`src/rtl/lfsr_encrypt_engine.sv`:
```
// LFSR stream encryptor: reads a message and three config bytes from the shared
// 128-byte memory and writes a 64-byte space-padded ciphertext frame to 64..127.
module lfsr_encrypt_engine #(
  parameter bit         PARITY   = 1'b0,
  parameter logic [7:0] PAD_CHAR = 8'h20
) (
  input  logic       clk,
  input  logic       init,
  input  logic       req,
  output logic       ack,
  output logic [6:0] mem_addr,
  input  logic [7:0] mem_rd_data,
  output logic       mem_wr_en,
  output logic [7:0] mem_wr_data
);

  localparam int unsigned AW  = 7;
  localparam int unsigned DW  = 8;
  localparam int unsigned LW  = 7;
  localparam int unsigned KW  = 6;
  localparam int unsigned PLW = 5;

  localparam logic [AW-1:0] ADDR_LEN  = 7'd61;
  localparam logic [AW-1:0] ADDR_TAP  = 7'd62;
  localparam logic [AW-1:0] ADDR_SEED = 7'd63;
  localparam logic [AW-1:0] ADDR_OUT  = 7'd64;
  localparam logic [AW-1:0] MSG_LAST  = 7'd60;
  localparam logic [DW-1:0] PL_MIN    = 8'd10;
  localparam logic [DW-1:0] PL_MAX    = 8'd26;
  localparam logic [KW-1:0] K_LAST    = 6'd63;

  typedef enum logic [2:0] {
    S_IDLE, S_CFG_LEN, S_CFG_TAP, S_CFG_SEED, S_RD, S_WR, S_DONE
  } state_t;

  state_t           state, state_nxt;
  logic             phase, phase_nxt;
  logic             req_q;
  logic [KW-1:0]    k, k_nxt;
  logic [PLW-1:0]   pl;
  logic [LW-1:0]    taps;
  logic [LW-1:0]    lfsr;
  logic [LW-1:0]    lfsr_step;
  logic [AW-1:0]    addr_nxt;
  logic             wr_en_nxt;
  logic             ack_nxt;
  logic [DW-1:0]    plain;
  logic [DW-1:0]    cipher;

  // Message index of output byte kk for a frame with len leading pad bytes
  function automatic logic [AW-1:0] msg_offset(input logic [KW-1:0] kk, input logic [PLW-1:0] len);
    return AW'(kk) - AW'(len);
  endfunction

  // Output byte kk falls in the leading or trailing padding
  function automatic logic msg_pad(input logic [KW-1:0] kk, input logic [PLW-1:0] len);
    return (AW'(kk) < AW'(len)) || (msg_offset(kk, len) > MSG_LAST);
  endfunction

  assign lfsr_step = {lfsr[LW-2:0], ^(lfsr & taps)};

  // State register
  always_ff @(posedge clk or posedge init) begin
    if (init) begin
      state <= S_IDLE;
      phase <= 1'b0;
    end else begin
      state <= state_nxt;
      phase <= phase_nxt;
    end
  end

  // Next-state logic; each config state spends an address cycle and a capture cycle
  always_comb begin
    state_nxt = state;
    phase_nxt = 1'b0;
    case (state)
      S_IDLE:     if (req_q && !req) state_nxt = S_CFG_LEN;
      S_CFG_LEN:  if (!phase) phase_nxt = 1'b1; else state_nxt = S_CFG_TAP;
      S_CFG_TAP:  if (!phase) phase_nxt = 1'b1; else state_nxt = S_CFG_SEED;
      S_CFG_SEED: if (!phase) phase_nxt = 1'b1; else state_nxt = S_RD;
      S_RD:       state_nxt = S_WR;
      S_WR:       state_nxt = (k == K_LAST) ? S_DONE : S_RD;
      S_DONE:     if (req) state_nxt = S_IDLE;
      default:    state_nxt = S_IDLE;
    endcase
  end

  // Output logic: next values of the registered outputs plus the write data path
  always_comb begin
    k_nxt     = k;
    addr_nxt  = '0;
    wr_en_nxt = 1'b0;
    ack_nxt   = 1'b0;
    if (state == S_IDLE) k_nxt = '0;
    else if (state == S_WR) k_nxt = k + KW'(1);
    case (state_nxt)
      S_CFG_LEN:  addr_nxt = ADDR_LEN;
      S_CFG_TAP:  addr_nxt = ADDR_TAP;
      S_CFG_SEED: addr_nxt = ADDR_SEED;
      S_RD:       addr_nxt = msg_pad(k_nxt, pl) ? '0 : msg_offset(k_nxt, pl);
      S_WR: begin
        addr_nxt  = ADDR_OUT + AW'(k_nxt);
        wr_en_nxt = 1'b1;
      end
      S_DONE:     ack_nxt = 1'b1;
      default:    addr_nxt = '0;
    endcase

    plain  = msg_pad(k, pl) ? PAD_CHAR : mem_rd_data;
    cipher = DW'(plain - PAD_CHAR) ^ {1'b0, lfsr};
    if (PARITY) cipher[DW-1] = ^cipher[DW-2:0];
    mem_wr_data = (state == S_WR) ? cipher : '0;
  end

  // Config capture, LFSR, byte counter and registered outputs
  always_ff @(posedge clk or posedge init) begin
    if (init) begin
      req_q     <= 1'b0;
      k         <= '0;
      pl        <= PLW'(PL_MIN);
      taps      <= '0;
      lfsr      <= LW'(1);
      ack       <= 1'b0;
      mem_addr  <= '0;
      mem_wr_en <= 1'b0;
    end else begin
      req_q     <= (state == S_IDLE) ? req : 1'b0;
      k         <= k_nxt;
      ack       <= ack_nxt;
      mem_addr  <= addr_nxt;
      mem_wr_en <= wr_en_nxt;
      if (phase) begin
        case (state)
          S_CFG_LEN: begin
            if (mem_rd_data < PL_MIN)      pl <= PLW'(PL_MIN);
            else if (mem_rd_data > PL_MAX) pl <= PLW'(PL_MAX);
            else                           pl <= PLW'(mem_rd_data);
          end
          S_CFG_TAP:  taps <= mem_rd_data[LW-1:0];
          S_CFG_SEED: lfsr <= (mem_rd_data[LW-1:0] == '0) ? LW'(1) : mem_rd_data[LW-1:0];
          default: ;
        endcase
      end
      if (state == S_WR) lfsr <= lfsr_step;
    end
  end

endmodule

```
`config.mk`:
```
export PLATFORM = sky130hd
export DESIGN_NAME = lfsr_encrypt_engine
export DESIGN_NICKNAME = d
export VERILOG_FILES = /design/src/rtl/lfsr_encrypt_engine.sv
export SDC_FILE = /design/constraint.sdc
export NUM_CORES = 1
export LEC_CHECK = 0
export CAP_MARGIN = 20
export CORE_MARGIN = 5
export CORE_UTILIZATION = 49
export CTS_CLUSTER_SIZE = 20
export DETAILED_ROUTE_END_ITERATION = 10
export GPL_ROUTABILITY_DRIVEN = 0
export PLACE_DENSITY = 0.75
export SYNTH_ARGS = -nofsm -noshare
export SYNTH_HDL_FRONTEND = slang
export SYNTH_SLANG_ARGS = --single-unit
```
`constraint.sdc`:
```
create_clock -name clk -period 5.2 [get_ports clk]
set_input_delay 0.78 -clock clk [delete_from_list [all_inputs] [get_ports clk]]
set_output_delay 0.78 -clock clk [all_outputs]
set_load 0.05 [all_outputs]
```
Word level (Yosys, flattened, before mapping)
Index checks and enable logic that the tools add are counted.
Storage, ports and cells
  bits in registers: 39
  input bits: 11
  output and inout bits: 17
  logic and storage cells: 73
Cells by class
  $add $sub $neg: 5
  order comparisons: 6
  equal/unequal tests: 13
  muxes and demuxes: 24
  bitwise gates (word level): 2
  reduce and logical (&&, ||, !) cells: 13
Operators by type and width (number)
  two-way mux 7 bit: 5
  case mux 7 bit (5 select lines): 1
  case mux 3 bit (7 select lines): 1
  == test 3 bit (second input constant): 6
  two-way mux 8 bit: 2
  two-way mux 3 bit: 5
  greater-than comparator 7 x 6 -> 1 bit (second input constant): 2
  subtractor 6 x 5 -> 7 bit: 2
  == test 3 x 2 -> 1 bit (second input constant): 4
  less-than comparator 6 x 5 -> 1 bit: 2
  two-way mux 6 bit: 2
  two-way mux 5 bit: 2
  greater-than comparator 8 x 5 -> 1 bit (second input constant): 1
  less-than comparator 8 x 4 -> 1 bit (second input constant): 1
  subtractor 8 x 6 -> 8 bit (second input constant): 1
  XOR 8 x 7 -> 8 bit: 1
  adder 7 x 6 -> 7 bit (first input constant): 1
  bitwise AND 7 bit: 1
  zero test 7 bit: 1
  XOR reduction 7 bit: 1
  adder 6 x 1 -> 6 bit (second input constant): 1
  == test 3 x 1 -> 1 bit (second input constant): 2
  == test 6 bit (second input constant): 1
  AND reduction 2 bit: 3
  8 further kinds: 14

Logic depth before layout (Yosys ltp)
  depth after elaboration: 8
  depth in mapped cells: 14
  gate-level depth less buffers: 13

Least setup slack after synthesis
No wires, ideal clock.
  kind: register to output
  start: register k[0]
  end: output port mem_wr_data[7]
  arrival time: 3.045 ns
  data required time: 4.420 ns
  setup slack: 1.375 ns
  stages on the path, launching flop included: 12
  buffers on the path: 0
  cells stage by stage: dfrtp_1 -> inv_1 -> ha_1 -> fa_1 -> xor2_1 -> a21oi_1 -> nand3_1 -> o32ai_4 -> a21oi_1 -> ha_1 -> nand2b_1 -> mux2i_1
Between the ends
  cells in the longest elaborated chain, start to end: 7
  elaborated cells between the ends (all ways): 8
  those cells by class: add/sub (2); order compare (2); mux (2); bitwise (1); reduce/logical (1)
RTL lines
  start, declared: line 39  | logic [KW-1:0] k, k_nxt;
  start signal, assigned: line 129  | k <= k_nxt;
  subtractor 6 x 5 -> 7 bit: line 52  | return AW'(kk) - AW'(len);
  greater-than comparator 7 x 6 -> 1 bit: line 57  | return (AW'(kk) < AW'(len)) || (msg_offset(kk, len) > MSG_LAST);
  logical OR 1 bit *: line 57
  two-way mux 8 bit *: line 110  | plain = msg_pad(k, pl) ? PAD_CHAR : mem_rd_data;
  subtractor 8 x 6 -> 8 bit *: line 111  | cipher = DW'(plain - PAD_CHAR) ^ {1'b0, lfsr};
  XOR 8 x 7 -> 8 bit *: line 111
  two-way mux 8 bit *: line 113  | mem_wr_data = (state == S_WR) ? cipher : '0;
  end, declared: line 14  | output logic [7:0] mem_wr_data
Every way passes the cells marked *; elsewhere a longest branch is shown, timed or not.

Final worst setup path
  start: register k[0]
  end: output port mem_wr_data[6]
The elaborated chain is that of the path after synthesis.

==> flow_metrics.tcl <==
set metrics [dict create \
    tns_ps 0 \
    drc 0 \
    dp_hpwl_mm 4.14 \
    fill_cells 435 \
    rr_worst_depth 12 \
    synthDominantCellAreaShare_pct 35.7 \
    syn_inst 270 \
    wl_per_cell_um 15.1 \
    dieArea_sq_um 6680 \
    grt_pass1_wl_mm 9.64 \
    dieHeight_um 81.7 \
    cp_cell_sequence "inv_1, ha_1, fa_1, xor2_1, a21oi_1, nand3_1, o32ai_4, a21oi_1, ha_1, xor2_1, nor2_1, clkdlybuf4s50_1" \
    yosysTopAreaCell "dfrtp_1" \
    cts_tree "done" \
    syn_area_sq_um 2520 \
    cts_buffers 5 \
    route.final.wire_length_mm 5.55 \
    rsz0062_at_grt "false" \
    outcome "finished, final reports clean" \
    port_buffers 27 \
    design_area_sq_um 2950 \
    synth_common_cells "41 x nand2_1, 36 x dfrtp_1, 22 x a21oi_1, 17 x inv_1, 12 x ha_1" \
    start_util_pct 50.0 \
    diodes 0 \
    drv_slew 0 \
    min_from "lfsr[0]" \
    vias 2058 \
    vias_per_cell 5.61 \
    worst_pin_slew_ps 940 \
    cts_setup_buffers 0 \
    clk_pin_slew_ps 70 \
    ys_ff_latch 39 \
    setup_ws_ps 610 \
    critPathSlowestCell "clkdlybuf4s50_1" \
    max_freq_mhz 218 \
    rr_startpoint "state[2]" \
    postRouteAntennaNets 0 \
    fin_crit_ps 4590 \
    first_pass_iters 4 \
    slowest_delay_ps 810 \
    placed_cells 359 \
    ys.flop_type "dfrtp_1" \
    ios 28 \
    clk_latency_ps 290 \
    p_switching_uw 138 \
    critPathRequiredTime_ps 4420 \
    cp.arrival_ps 3810 \
    synth_nets 295 \
    ys_types 52 \
    reg2reg_to "mem_addr[2]" \
    cp-start-kind "flip-flop" \
    core-area_sq_um 5040 \
    drt_first_iter_violations 162 \
    area_delta_synth_final_pct 17.1 \
    worstPathMaxFanout 8 \
    grt.total_usage_pct 18.8 \
    p_leak_nw 1.42 \
    async_reset_ff_share_pct 100 \
    overflow 0 \
    grt_pass1_vias 1986 \
    finalCritPeriodShare_pct 88.3 \
    total_power_uw 615 \
    maxCapViolCount 0 \
    final_cell_count_no_fill 367 \
    hold_class "flip-flop to flip-flop" \
    ctsHoldBuffers 0 \
    finalSetupViolCount 0 \
    netlist_top_cells_area "dfrtp_1 36%, nand2_1 6.1%, ha_1 6.0%" \
    cts_resized 0 \
    switching_share_pct 22.4 \
    synth_edf_count 0 \
    cts.sinks 39 \
    power.internal_uw 477 \
    r2r_setup_slack_ps 1340 \
    finClkSkew_ps 2.23 \
    pwr-share-clk_pct 42.4 \
    clockRootBuffer "clkbuf_8" \
    synth_most_common_cell "nand2_1" \
    irDropWorstVdd_mv 0.184 \
    yosys_warnings 0 \
    ctsLongestPathBuffers 2 \
    worstHoldEndpoint "lfsr[0]" \
    place_worst_setup_slack_ps 966 \
    rows 26 \
    hold_violations 0 \
    die_x_um 81.7 \
    h-tree-depth 2 \
    grt_max_degree 40 \
    antenna_found_initial 0 \
    p_comb_share_pct 8.3 \
    powerDensity_nw_per_um2 209 \
    avgSynthCellArea_sq_um 9.34 \
    critPathKind "flip-flop to output port" \
    cp-end-kind "output port" \
    postPlaceCellArea_sq_um 2830 \
    drive_above_1_share_pct 8.75 \
    relSlewSlack_pct 36.9 \
    ys_seq_area_share_pct 38.9 \
    nets 321 \
    pwr-share-seq_pct 49.3 \
    hold_depth 2 \
]
final cells by class:
cell class                      count  area, sq um  area share (%)
Timing Repair Buffer               28          278            9.41
Sequential cell                    39          980            33.2
Clock inverter                      2         35.0            1.19
Inverter                           18         67.6            2.29
Multi-Input combinational cell    204         1420            48.2
Clock buffer                        6         82.6            2.80
Tap cell                           70         87.6            2.97
layout by cell type (no fill, tap or decap), types with 8 or more instances in the layout:
cell type,n
nand2_1,41
dfrtp_1,36
clkdlybuf4s50_1,27
a21oi_1,22
inv_1,17
ha_1,12
nor2_1,11
a21o_1,10
o21ai_1,9
nand2b_1,8
mux2i_1,8
stage by stage:
step | util [%] | hold WS (ps)
finish | 58.5 | 472
global placement | 56.2 | 460
floorplan | - | 447
CTS | 58.5 | 474
global route | 58.5 | 517
detailed placement | 56.2 | 463
metal layers:
layer,GRT usage [%],part of all wire (%)
met1,26.7,48
met2,28.9,46
met3,3.07,4.7
met4,6.48,1.3
met5,0,0
registers in the layout, summed over array words and instances, names as in the netlist:
signal and flops:
mem_wr_en 1, state 3, req_q 1, taps 7, pl 5, ack 1, phase 1, lfsr 7
mem_addr 7, k 6
worst max-delay path: cells and delay by family (launching register included):
| kind | cells | cell delay [ps] |
|---|---|---|
| buffers and inverters | 2 | 910 |
| adder cells (fa/ha/maj) | 3 | 950 |
| AND/OR/NAND/NOR | 2 | 230 |
| flip-flops | 1 | 440 |
| AO/OA/AOI/OAI | 3 | 690 |
| XOR/XNOR | 2 | 300 |
kinds of logic (layout without fill, tap and decap cells):
kind of cell	Yosys count	after routing	share of synthesized area, %
simple gates	87	87	17.2
buf+inv	27	54	4.76
fa+ha+maj	14	14	7.54
xor+xnor	13	13	4.52
flops	39	39	38.9
compound gates	75	75	20.8
mux	15	15	6.30
how the worst max path moves through the flow:
stage	endpoint	startpoint	slack, ps	depth (start not counted)
after floorplan	mem_wr_data[7]	k[0]	1370	11
after global placement	mem_wr_data[6]	k[0]	1090	12
after detailed placement	mem_wr_data[6]	k[0]	970	12
after CTS	mem_wr_data[6]	k[0]	640	12
after global routing	mem_wr_data[6]	k[0]	420	12
final	mem_wr_data[6]	k[0]	610	12
power groups by stage:
stage	clock network [mW]	logic, mW	registers [mW]
2_1_floorplan	0	0.0283	0.309
3_5_place_dp	0	0.0511	0.309
5_1_grt	0.283	0.0552	0.303
6_report	0.261	0.0510	0.303
3_3_place_gp	0	0.0510	0.309
4_1_cts	0.270	0.0515	0.303
No activity file was read; power rests on OpenSTA's default activity.
